**config.mk**
```make
export PLATFORM = sky130hd
export DESIGN_NAME = trigger_sequencer_flat
export DESIGN_NICKNAME = d
export VERILOG_FILES = /design/src/rtl/trigger_sequencer_if.sv /design/src/rtl/trigger_sequencer.sv /design/src/flat_wrapper.sv
export SDC_FILE = /design/constraint.sdc
export NUM_CORES = 1
export LEC_CHECK = 0
export BUFFER_PORTS_ARGS = -buffer_cell sky130_fd_sc_hd__buf_2
export CAP_MARGIN = 20
export CORE_MARGIN = 2
export CORE_UTILIZATION = 35
export CTS_CLUSTER_SIZE = 28
export DETAILED_ROUTE_END_ITERATION = 16
export PLACE_DENSITY_LB_ADDON = 0.08
export SLEW_MARGIN = 20
export SYNTH_ARGS = -nofsm -noshare
export SYNTH_HDL_FRONTEND = slang
export SYNTH_SLANG_ARGS = --single-unit
```
**constraint.sdc**
```tcl
create_clock -name clkin -period 4.1 [get_ports clkin]
set_input_delay 0.82 -clock clkin [delete_from_list [all_inputs] [get_ports clkin]]
set_output_delay 0.82 -clock clkin [all_outputs]
set_load 0.05 [all_outputs]
```
**src/rtl/trigger_sequencer_if.sv**
```systemverilog
// rtl/trigger_sequencer_if.sv - register bus and trigger chain signals of trigger_sequencer
//
// Groups the cmd_handler register bus and the trigger chain handshakes.
//   master : host / upstream side (drives commands, trigger_in, trigger_busy)
//   slave  : trigger_sequencer side (drives read data, trigger_fire, armed, done)
// Signals:
//   reg_cmd[7:0]        command/address from cmd_handler
//   reg_bytecount[15:0] byte index within current command
//   reg_data_in[7:0]    write data byte
//   reg_data_out[7:0]   registered read data, 8'h00 unless reg_cmd selects STATUS
//   reg_read/reg_write  one-cycle strobes
//   trigger_in          one-cycle edge pulse from the edge detector
//   trigger_busy        downstream delay/extender still processing
//   trigger_fire        one-cycle qualified trigger to delay_module
//   armed/done          state indicators
interface trigger_sequencer_if;
    logic [7:0]  reg_cmd;
    logic [15:0] reg_bytecount;
    logic [7:0]  reg_data_in;
    logic [7:0]  reg_data_out;
    logic        reg_read;
    logic        reg_write;
    logic        trigger_in;
    logic        trigger_busy;
    logic        trigger_fire;
    logic        armed;
    logic        done;

    modport master (
        output reg_cmd, reg_bytecount, reg_data_in, reg_read, reg_write,
        output trigger_in, trigger_busy,
        input  reg_data_out, trigger_fire, armed, done
    );

    modport slave (
        input  reg_cmd, reg_bytecount, reg_data_in, reg_read, reg_write,
        input  trigger_in, trigger_busy,
        output reg_data_out, trigger_fire, armed, done
    );
endinterface

```
**src/rtl/trigger_sequencer.sv**
```systemverilog
// rtl/trigger_sequencer.sv - arms, gates and rate-limits the trigger chain
//
// Passes at most target qualified trigger_in pulses to trigger_fire, with a
// programmable holdoff after each fire. Configured over the register bus.
// Ports:
//   clkin  : sole clock
//   reset  : synchronous, active-low reset
//   bus    : trigger_sequencer_if.slave (register bus + trigger chain)
module trigger_sequencer #(
    parameter logic [7:0] ADDR_CTRL    = 8'h10,
    parameter logic [7:0] ADDR_COUNT   = 8'h11,
    parameter logic [7:0] ADDR_HOLDOFF = 8'h12,
    parameter logic [7:0] ADDR_STATUS  = 8'h13
) (
    input  logic                  clkin,
    input  logic                  reset,
    trigger_sequencer_if.slave    bus
);

    typedef enum logic [2:0] {
        S_IDLE    = 3'd0,
        S_ARMED   = 3'd1,
        S_FIRE    = 3'd2,
        S_HOLDOFF = 3'd3,
        S_DONE    = 3'd4
    } state_t;

    state_t      state_q, state_d;
    logic [15:0] target_q, target_d;
    logic [15:0] holdoff_q, holdoff_d;
    logic [15:0] cnt_q, cnt_d;
    logic [15:0] fired_q, fired_d;
    logic [7:0]  missed_q, missed_d;
    logic [7:0]  rd_data_q, rd_data_d;

    logic        ctrl_wr;
    logic        arm_req;
    logic        disarm_req;
    logic        count_wr;
    logic        holdoff_wr;
    logic [15:0] fired_inc;
    logic [7:0]  missed_inc;
    logic [7:0]  status_byte;

    // Control bits live in byte0 only; COUNT/HOLDOFF only take bytes 0 and 1.
    assign ctrl_wr    = bus.reg_write && (bus.reg_cmd == ADDR_CTRL) && (bus.reg_bytecount == 16'd0);
    assign arm_req    = ctrl_wr && bus.reg_data_in[0];
    assign disarm_req = ctrl_wr && bus.reg_data_in[1];
    assign count_wr   = bus.reg_write && (bus.reg_cmd == ADDR_COUNT) && (bus.reg_bytecount <= 16'd1);
    assign holdoff_wr = bus.reg_write && (bus.reg_cmd == ADDR_HOLDOFF) && (bus.reg_bytecount <= 16'd1);

    assign fired_inc  = fired_q + 16'd1;
    // missed saturates rather than wrapping so a flood of busy rejections stays visible
    assign missed_inc = (missed_q == 8'hFF) ? missed_q : missed_q + 8'd1;

    always_comb begin
        status_byte = 8'h00;
        case (bus.reg_bytecount)
            16'd0:   status_byte = {3'b000, bus.armed, bus.done, state_q};
            16'd1:   status_byte = fired_q[7:0];
            16'd2:   status_byte = fired_q[15:8];
            16'd3:   status_byte = missed_q;
            default: status_byte = 8'h00;
        endcase
    end

    always_comb begin
        state_d   = state_q;
        target_d  = target_q;
        holdoff_d = holdoff_q;
        cnt_d     = cnt_q;
        fired_d   = fired_q;
        missed_d  = missed_q;
        rd_data_d = rd_data_q;

        if (count_wr) begin
            if (bus.reg_bytecount[0]) target_d[15:8] = bus.reg_data_in;
            else                      target_d[7:0]  = bus.reg_data_in;
        end
        if (holdoff_wr) begin
            if (bus.reg_bytecount[0]) holdoff_d[15:8] = bus.reg_data_in;
            else                      holdoff_d[7:0]  = bus.reg_data_in;
        end

        if (bus.reg_read) begin
            rd_data_d = (bus.reg_cmd == ADDR_STATUS) ? status_byte : 8'h00;
        end

        // DISARM takes priority over everything else in the same cycle.
        if (disarm_req) begin
            state_d = S_IDLE;
        end else begin
            case (state_q)
                S_IDLE, S_DONE: begin
                    if (arm_req) begin
                        state_d  = S_ARMED;
                        fired_d  = 16'd0;
                        missed_d = 8'd0;
                    end
                end
                S_ARMED: begin
                    if (bus.trigger_in) begin
                        if (!bus.trigger_busy) state_d  = S_FIRE;
                        else                   missed_d = missed_inc;
                    end
                end
                S_FIRE: begin
                    fired_d = fired_inc;
                    if ((target_q != 16'd0) && (fired_inc == target_q)) begin
                        state_d = S_DONE;
                    end else if (holdoff_q == 16'd0) begin
                        state_d = S_ARMED;
                    end else begin
                        state_d = S_HOLDOFF;
                        cnt_d   = holdoff_q;
                    end
                end
                S_HOLDOFF: begin
                    cnt_d = cnt_q - 16'd1;
                    // cnt is never 0 here; <= guards against a stuck state anyway
                    if (cnt_q <= 16'd1) state_d = S_ARMED;
                    if (bus.trigger_in) missed_d = missed_inc;
                end
                default: state_d = S_IDLE;
            endcase
        end
    end

    always_ff @(posedge clkin) begin
        if (!reset) begin
            state_q   <= S_IDLE;
            target_q  <= 16'd0;
            holdoff_q <= 16'd0;
            cnt_q     <= 16'd0;
            fired_q   <= 16'd0;
            missed_q  <= 8'd0;
            rd_data_q <= 8'd0;
        end else begin
            state_q   <= state_d;
            target_q  <= target_d;
            holdoff_q <= holdoff_d;
            cnt_q     <= cnt_d;
            fired_q   <= fired_d;
            missed_q  <= missed_d;
            rd_data_q <= rd_data_d;
        end
    end

    assign bus.trigger_fire = (state_q == S_FIRE);
    assign bus.armed        = (state_q == S_ARMED);
    assign bus.done         = (state_q == S_DONE);
    // Shared OR'd return bus: only drive while STATUS is addressed.
    assign bus.reg_data_out = (bus.reg_cmd == ADDR_STATUS) ? rd_data_q : 8'h00;

endmodule
```
**src/flat_wrapper.sv**
```systemverilog
// flat-port wrapper written by rule: the top's interface ports become plain ports
module trigger_sequencer_flat 
#(
    parameter logic [7:0] ADDR_CTRL    = 8'h10,
    parameter logic [7:0] ADDR_COUNT   = 8'h11,
    parameter logic [7:0] ADDR_HOLDOFF = 8'h12,
    parameter logic [7:0] ADDR_STATUS  = 8'h13
)
  (clkin, reset, bus_reg_cmd, bus_reg_bytecount, bus_reg_data_in, bus_reg_read, bus_reg_write, bus_trigger_in, bus_trigger_busy, bus_reg_data_out, bus_trigger_fire, bus_armed, bus_done);
  trigger_sequencer_if bus_i ();
  input  logic clkin;
  input  logic reset;
  input wire logic [$bits(bus_i.reg_cmd)-1:0] bus_reg_cmd;
  input wire logic [$bits(bus_i.reg_bytecount)-1:0] bus_reg_bytecount;
  input wire logic [$bits(bus_i.reg_data_in)-1:0] bus_reg_data_in;
  input wire logic [$bits(bus_i.reg_read)-1:0] bus_reg_read;
  input wire logic [$bits(bus_i.reg_write)-1:0] bus_reg_write;
  input wire logic [$bits(bus_i.trigger_in)-1:0] bus_trigger_in;
  input wire logic [$bits(bus_i.trigger_busy)-1:0] bus_trigger_busy;
  output wire logic [$bits(bus_i.reg_data_out)-1:0] bus_reg_data_out;
  output wire logic [$bits(bus_i.trigger_fire)-1:0] bus_trigger_fire;
  output wire logic [$bits(bus_i.armed)-1:0] bus_armed;
  output wire logic [$bits(bus_i.done)-1:0] bus_done;
  assign bus_i.reg_cmd = bus_reg_cmd;
  assign bus_i.reg_bytecount = bus_reg_bytecount;
  assign bus_i.reg_data_in = bus_reg_data_in;
  assign bus_i.reg_read = bus_reg_read;
  assign bus_i.reg_write = bus_reg_write;
  assign bus_i.trigger_in = bus_trigger_in;
  assign bus_i.trigger_busy = bus_trigger_busy;
  assign bus_reg_data_out = bus_i.reg_data_out;
  assign bus_trigger_fire = bus_i.trigger_fire;
  assign bus_armed = bus_i.armed;
  assign bus_done = bus_i.done;
  trigger_sequencer #(.ADDR_CTRL(ADDR_CTRL), .ADDR_COUNT(ADDR_COUNT), .ADDR_HOLDOFF(ADDR_HOLDOFF), .ADDR_STATUS(ADDR_STATUS)) u_core (.clkin(clkin), .reset(reset), .bus(bus_i));
endmodule
```
Word level (Yosys, flattened, before mapping)
Index checks and enable logic that the tools add are counted.

word-level totals
  bits in registers = 83
  bits of input ports = 38
  output and inout port bits = 11
  logic and storage cells = 85

operators by class
  add/sub/neg operators = 3
  $lt $le $gt $ge = 2
  equal/unequal tests = 21
  multiplexer cells = 21
  bitwise logic cells = 3
  reduce and logical (&&, ||, !) cells = 26

operators by type and width
  cell                     number
  $pmux W16 S2             2
  $mux W8                  7
  $mux W16                 3
  $eq A16 B2 Y1 const B    2
  $eq A8 B5 Y1 const B     4
  $le A16 B1 Y1 const B    2
  $logic_not A16 Y1        2
  $pmux W8 S4              1
  $pmux W8 S3              1
  $add A16 B1 Y16 const B  1
  $eq A16 B1 Y1 const B    1
  $eq A16 B16 Y1           1
  $reduce_bool A16 Y1      1
  $sub A16 B1 Y16 const B  1
  $mux W3                  5
  $ne A2 B2 Y1 const B     6
  $pmux W3 S4              1
  $logic_and A1 B1 Y1      9
  $add A8 B1 Y8 const B    1
  $eq A8 B8 Y1 const B     1
  $reduce_and A2 Y1        4
  $reduce_and A4 Y1        2
  $eq A3 B2 Y1 const B     2
  $reduce_and A6 Y1        1
  other kinds (10)         15

Longest topological paths before layout
  word-level depth = 6
  mapped depth = 11
  mapped depth without buffers = 9

Worst setup path after synthesis
Ideal clock, no wire load.

  path kind = input -> output
  start = in bus_reg_cmd[3]
  end = out bus_reg_data_out[5]
  data arrival time = 2428 ps
  data required time = 3280 ps
  setup slack = 852 ps
  cell stages on the path = 3
  cells stage by stage = nor4b_1 > nand3_1 > nor3_1

on the way
  cells in the longest elaborated chain, start to end = 2

ends and longest elaborated chain
  element          RTL line                  text
  start, declared  flat_wrapper.sv:13        input wire logic [$bits(bus_i.reg_cmd)-1:0] bus_reg_cmd;
  $eq A8 B5 Y1     trigger_sequencer.sv:153  assign bus.reg_data_out = (bus.reg_cmd == ADDR_STATUS) ? rd_data_q : 8'h00;
  $mux W8          trigger_sequencer.sv:153
  end, declared    flat_wrapper.sv:20        output wire logic [$bits(bus_i.reg_data_out)-1:0] bus_reg_data_out;

No other way between the ends.

Worst setup path in the final report
  start = reg u_core.fired_q[0]
  end = reg u_core.cnt_q[4]

on the way
  cells in the longest elaborated chain, start to end = 5

ends and longest elaborated chain
  element                             RTL line                  text
  start, declared                     trigger_sequencer.sv:32   logic [15:0] fired_q, fired_d;
  start signal, assigned              trigger_sequencer.sv:143  fired_q <= fired_d;
  $add A16 B1 Y16                     trigger_sequencer.sv:52   assign fired_inc = fired_q + 16'd1;
  $eq A16 B16 Y1                      trigger_sequencer.sv:109  if ((target_q != 16'd0) && (fired_inc == target_q)) begin
  $logic_and A1 B1 Y1                 trigger_sequencer.sv:109
  $ne A2 B2 Y1 (no source line)       -
  $reduce_and A4 Y1 (no source line)  -
  end signal, assigned                trigger_sequencer.sv:142  cnt_q <= cnt_d;
  end, declared                       trigger_sequencer.sv:31   logic [15:0] cnt_q, cnt_d;

No other way between the ends.
A chain may end at the register's enable or synchronous reset.

==> results.yml <==
run_status:
  status: "finished, final reports clean"
setup_path:
  critPathRequiredTime_ps: 4300
  cp.arrival_ps: 3790
  crit_chain: "ha_1, nand4_2, nor4_1, xnor2_1, nand4_1, or4_4, o21a_4, o211ai_4, o22ai_1"
  max_stage_delay_ps: 570
  path_class: "flip-flop to flip-flop"
  critPathCaptureType: "flip-flop"
  worst_path_max_delay_cell: "or4_4"
  cp-start-kind: "flip-flop"
  crit_fanout: 13
timing:
  fin_crit_ps: 3590
  slew_headroom_pct: 39.2
  timing.final.crit_share_pct: 87.5
  skew_ps: 7.25
  hold_violations: 0
  finalMaxSlewViolations: 0
  setup-violations-final: 0
  rsz0062_at_grt: "no"
  tightest_slew_ps: 909
  max_freq_mhz: 279
  tns_ps: 0
drt:
  drt-vias-per-instance: 5.47
  drtAntennaViolNets: 0
  wl_per_cell_um: 17.7
  wl_mm: 13.6
  drt_pre_antenna_iters: 4
  drt_iter0_markers: 255
  num_vias: 4222
  drc: 0
clock_tree:
  cts_sinks: 83
  cts_tree: "yes"
  path_clk_slew_ps: 60
  clock_path_buffers: 2
  hold_buffers: 0
  clock-root-buffer: "clkbuf_16"
  postCtsResizedCells: 0
  post_cts_buffers: 0
  cts_buffers: 9
  htreeDepth: 3
  clock_latency_ps: 340
power_and_ir_drop:
  p_seq_share_pct: 49.7
  power.share.combinational_pct: 3.7
  p_sw_uw: 360
  irDropWorstVdd_uv: 170
  clock_power_share_pct: 46.6
  powerDensity_nw_per_um2: 302
  p_leak_nw: 2.04
  swShare_pct: 22.2
  total_power_mw: 1.62
  p_int_mw: 1.26
logic_synthesis:
  synth_area_um2: 4790
  synth_edf_count: 0
  synth.avg_cell_area_um2: 8.51
  synth_seq_cells: 83
  synth_cell_types: 63
  yosysWarnings: 0
  synth_nets: 605
  synth_sequential_area_ratio_pct: 34.7
  synthArstFlopShare_pct: 0
  synth_flop_cell: "dfxtp_1"
  syn_inst: 563
run:
  timing.max_cap.violations: 0
hold_path:
  hold_class: "flip-flop to flip-flop"
global_routing:
  grt_max_degree: 43
  met3_usage_pct: 4.61
  grt.busiest_layer: "met2"
  grt_first_pass_wirelength_mm: 21.6
  antenna_found_initial: 0
  grt_pass1_vias: 3914
  grt_util_met1_pct: 26.6
  grtUsageTotal_pct: 19.3
  overflow: 0
  grt_use_met2_pct: 30.5
placement:
  io_buffer_count: 48
  dp_hpwl_mm: 10.1
  place.gp.congestion: 0.904
die:
  fp-row-count: 42
  die_area_um2: 14600
  die_width_um: 121
  core_um2: 13300
  io_pins: 49
  start_util_pct: 36.0
  die_y_um: 121
layout:
  final_util_pct: 40.5
  fin_nets: 635
  register_area_um2: 1660
  fill_cells: 1352
  n_antenna_cell: 0
  syn_to_final_growth_pct: 12.3
  drive_gt1_share_pct: 16.8
  multi_input_area_um2: 2890
per-stage QoR:
stage / setup slack [ps] / area, µm² / instances / hold WS [ps]
2_1_floorplan: 852 / 4790 / 563 / 461
3_3_place_gp: 630 / 5110 / 758 / 476
3_5_place_dp: 544 / 5110 / 758 / 491
4_1_cts: 539 / 5380 / 772 / 500
5_1_grt: 266 / 5380 / 772 / 525
6_report: 512 / 5380 / 772 / 500
synth_stat cells, types with 9 or more instances:
master	instances	area, µm²
o22ai_2	10	125
clkbuf_1	18	67.6
o21ai_0	26	130
xor2_1	15	131
nor2b_1	13	81.3
nor4_1	18	113
xnor2_1	14	123
mux2i_1	35	350
o31ai_1	10	75.1
nand4_1	14	87.6
a21oi_1	28	140
dfxtp_1	83	1660
nand3_1	9	45.0
nand2_1	33	124
inv_1	17	63.8
nor2_1	76	285
nor3_1	19	95.1
and2_1	9	56.3
worst paths after layout:
kind	startpoint	to	slack, ps	depth (start not counted)
hold / removal	u_core.cnt_q[15]	u_core.cnt_q[15]	500	2
hold reg to reg	u_core.cnt_q[15]	u_core.cnt_q[15]	500	2
setup / recovery	u_core.fired_q[0]	u_core.cnt_q[4]	510	9
setup reg to reg	u_core.fired_q[0]	u_core.cnt_q[4]	510	9
flip-flops by register name, summed over array words and instances, names as in the netlist:
| signal | flops |
|---|---|
| u_core.rd_data_q | 8 |
| u_core.cnt_q | 16 |
| u_core.state_q | 3 |
| u_core.missed_q | 8 |
| u_core.fired_q | 16 |
| u_core.holdoff_q | 16 |
| u_core.target_q | 16 |
layout make-up:
cell class	count	share of cell area, %
clock inverters	2	0.233
repair buffers	52	5.02
multi-input cells	429	53.8
inverters	18	1.26
clock buffers	12	4.77
flip-flops and latches	83	30.9
well taps	176	4.09
critical path: cells and delay by family (launching register included):
| kind | cells | cell delay [ps] |
|---|---|---|
| AND/OR/NAND/NOR | 4 | 1530 |
| adder cells (fa/ha/maj) | 1 | 340 |
| XOR/XNOR | 1 | 170 |
| AO/OA/AOI/OAI | 3 | 890 |
| flip-flops | 1 | 510 |
per-layer routing:
| metal | routed length, µm | up-vias |
|---|---|---|
| li1 | - | 2120 |
| met1 | 6630 | 2034 |
| met2 | 6370 | 58 |
| met3 | 495 | 10 |
| met4 | 136 | 0 |
| met5 | 0 | - |
logic make-up (layout without fill, tap and decap cells):
family / after synthesis / after routing / synth area share [%]
mux: 43 / 43 / 10.4
flops: 83 / 83 / 34.7
fa+ha+maj: 4 / 4 / 1.04
compound gates: 119 / 119 / 17.9
xor+xnor: 29 / 29 / 5.30
buf+inv: 51 / 84 / 5.07
simple gates: 234 / 234 / 25.6
layout by cell type (no fill, tap or decap), drive strengths merged, types with 17 or more instances in the layout:
master | synthesis | layout
dfxtp | 83 | 83
nor2 | 76 | 76
buf | 14 | 52
mux2i | 35 | 35
nand2 | 33 | 33
a21oi | 28 | 28
o21ai | 28 | 28
nor3 | 22 | 22
nor4 | 19 | 19
inv | 17 | 17
o22ai | 17 | 17
power by group through the flow:
| stage | registers [mW] | logic [mW] | clock network (mW) |
|---|---|---|---|
| after global placement | 0.824 | 0.0609 | 0 |
| after floorplan | 0.824 | 0.0274 | 0 |
| after CTS | 0.806 | 0.0613 | 0.783 |
| final | 0.806 | 0.0606 | 0.757 |
| after global routing | 0.806 | 0.0670 | 0.810 |
| after detailed placement | 0.824 | 0.0610 | 0 |
(Power assumes the default switching activity.)
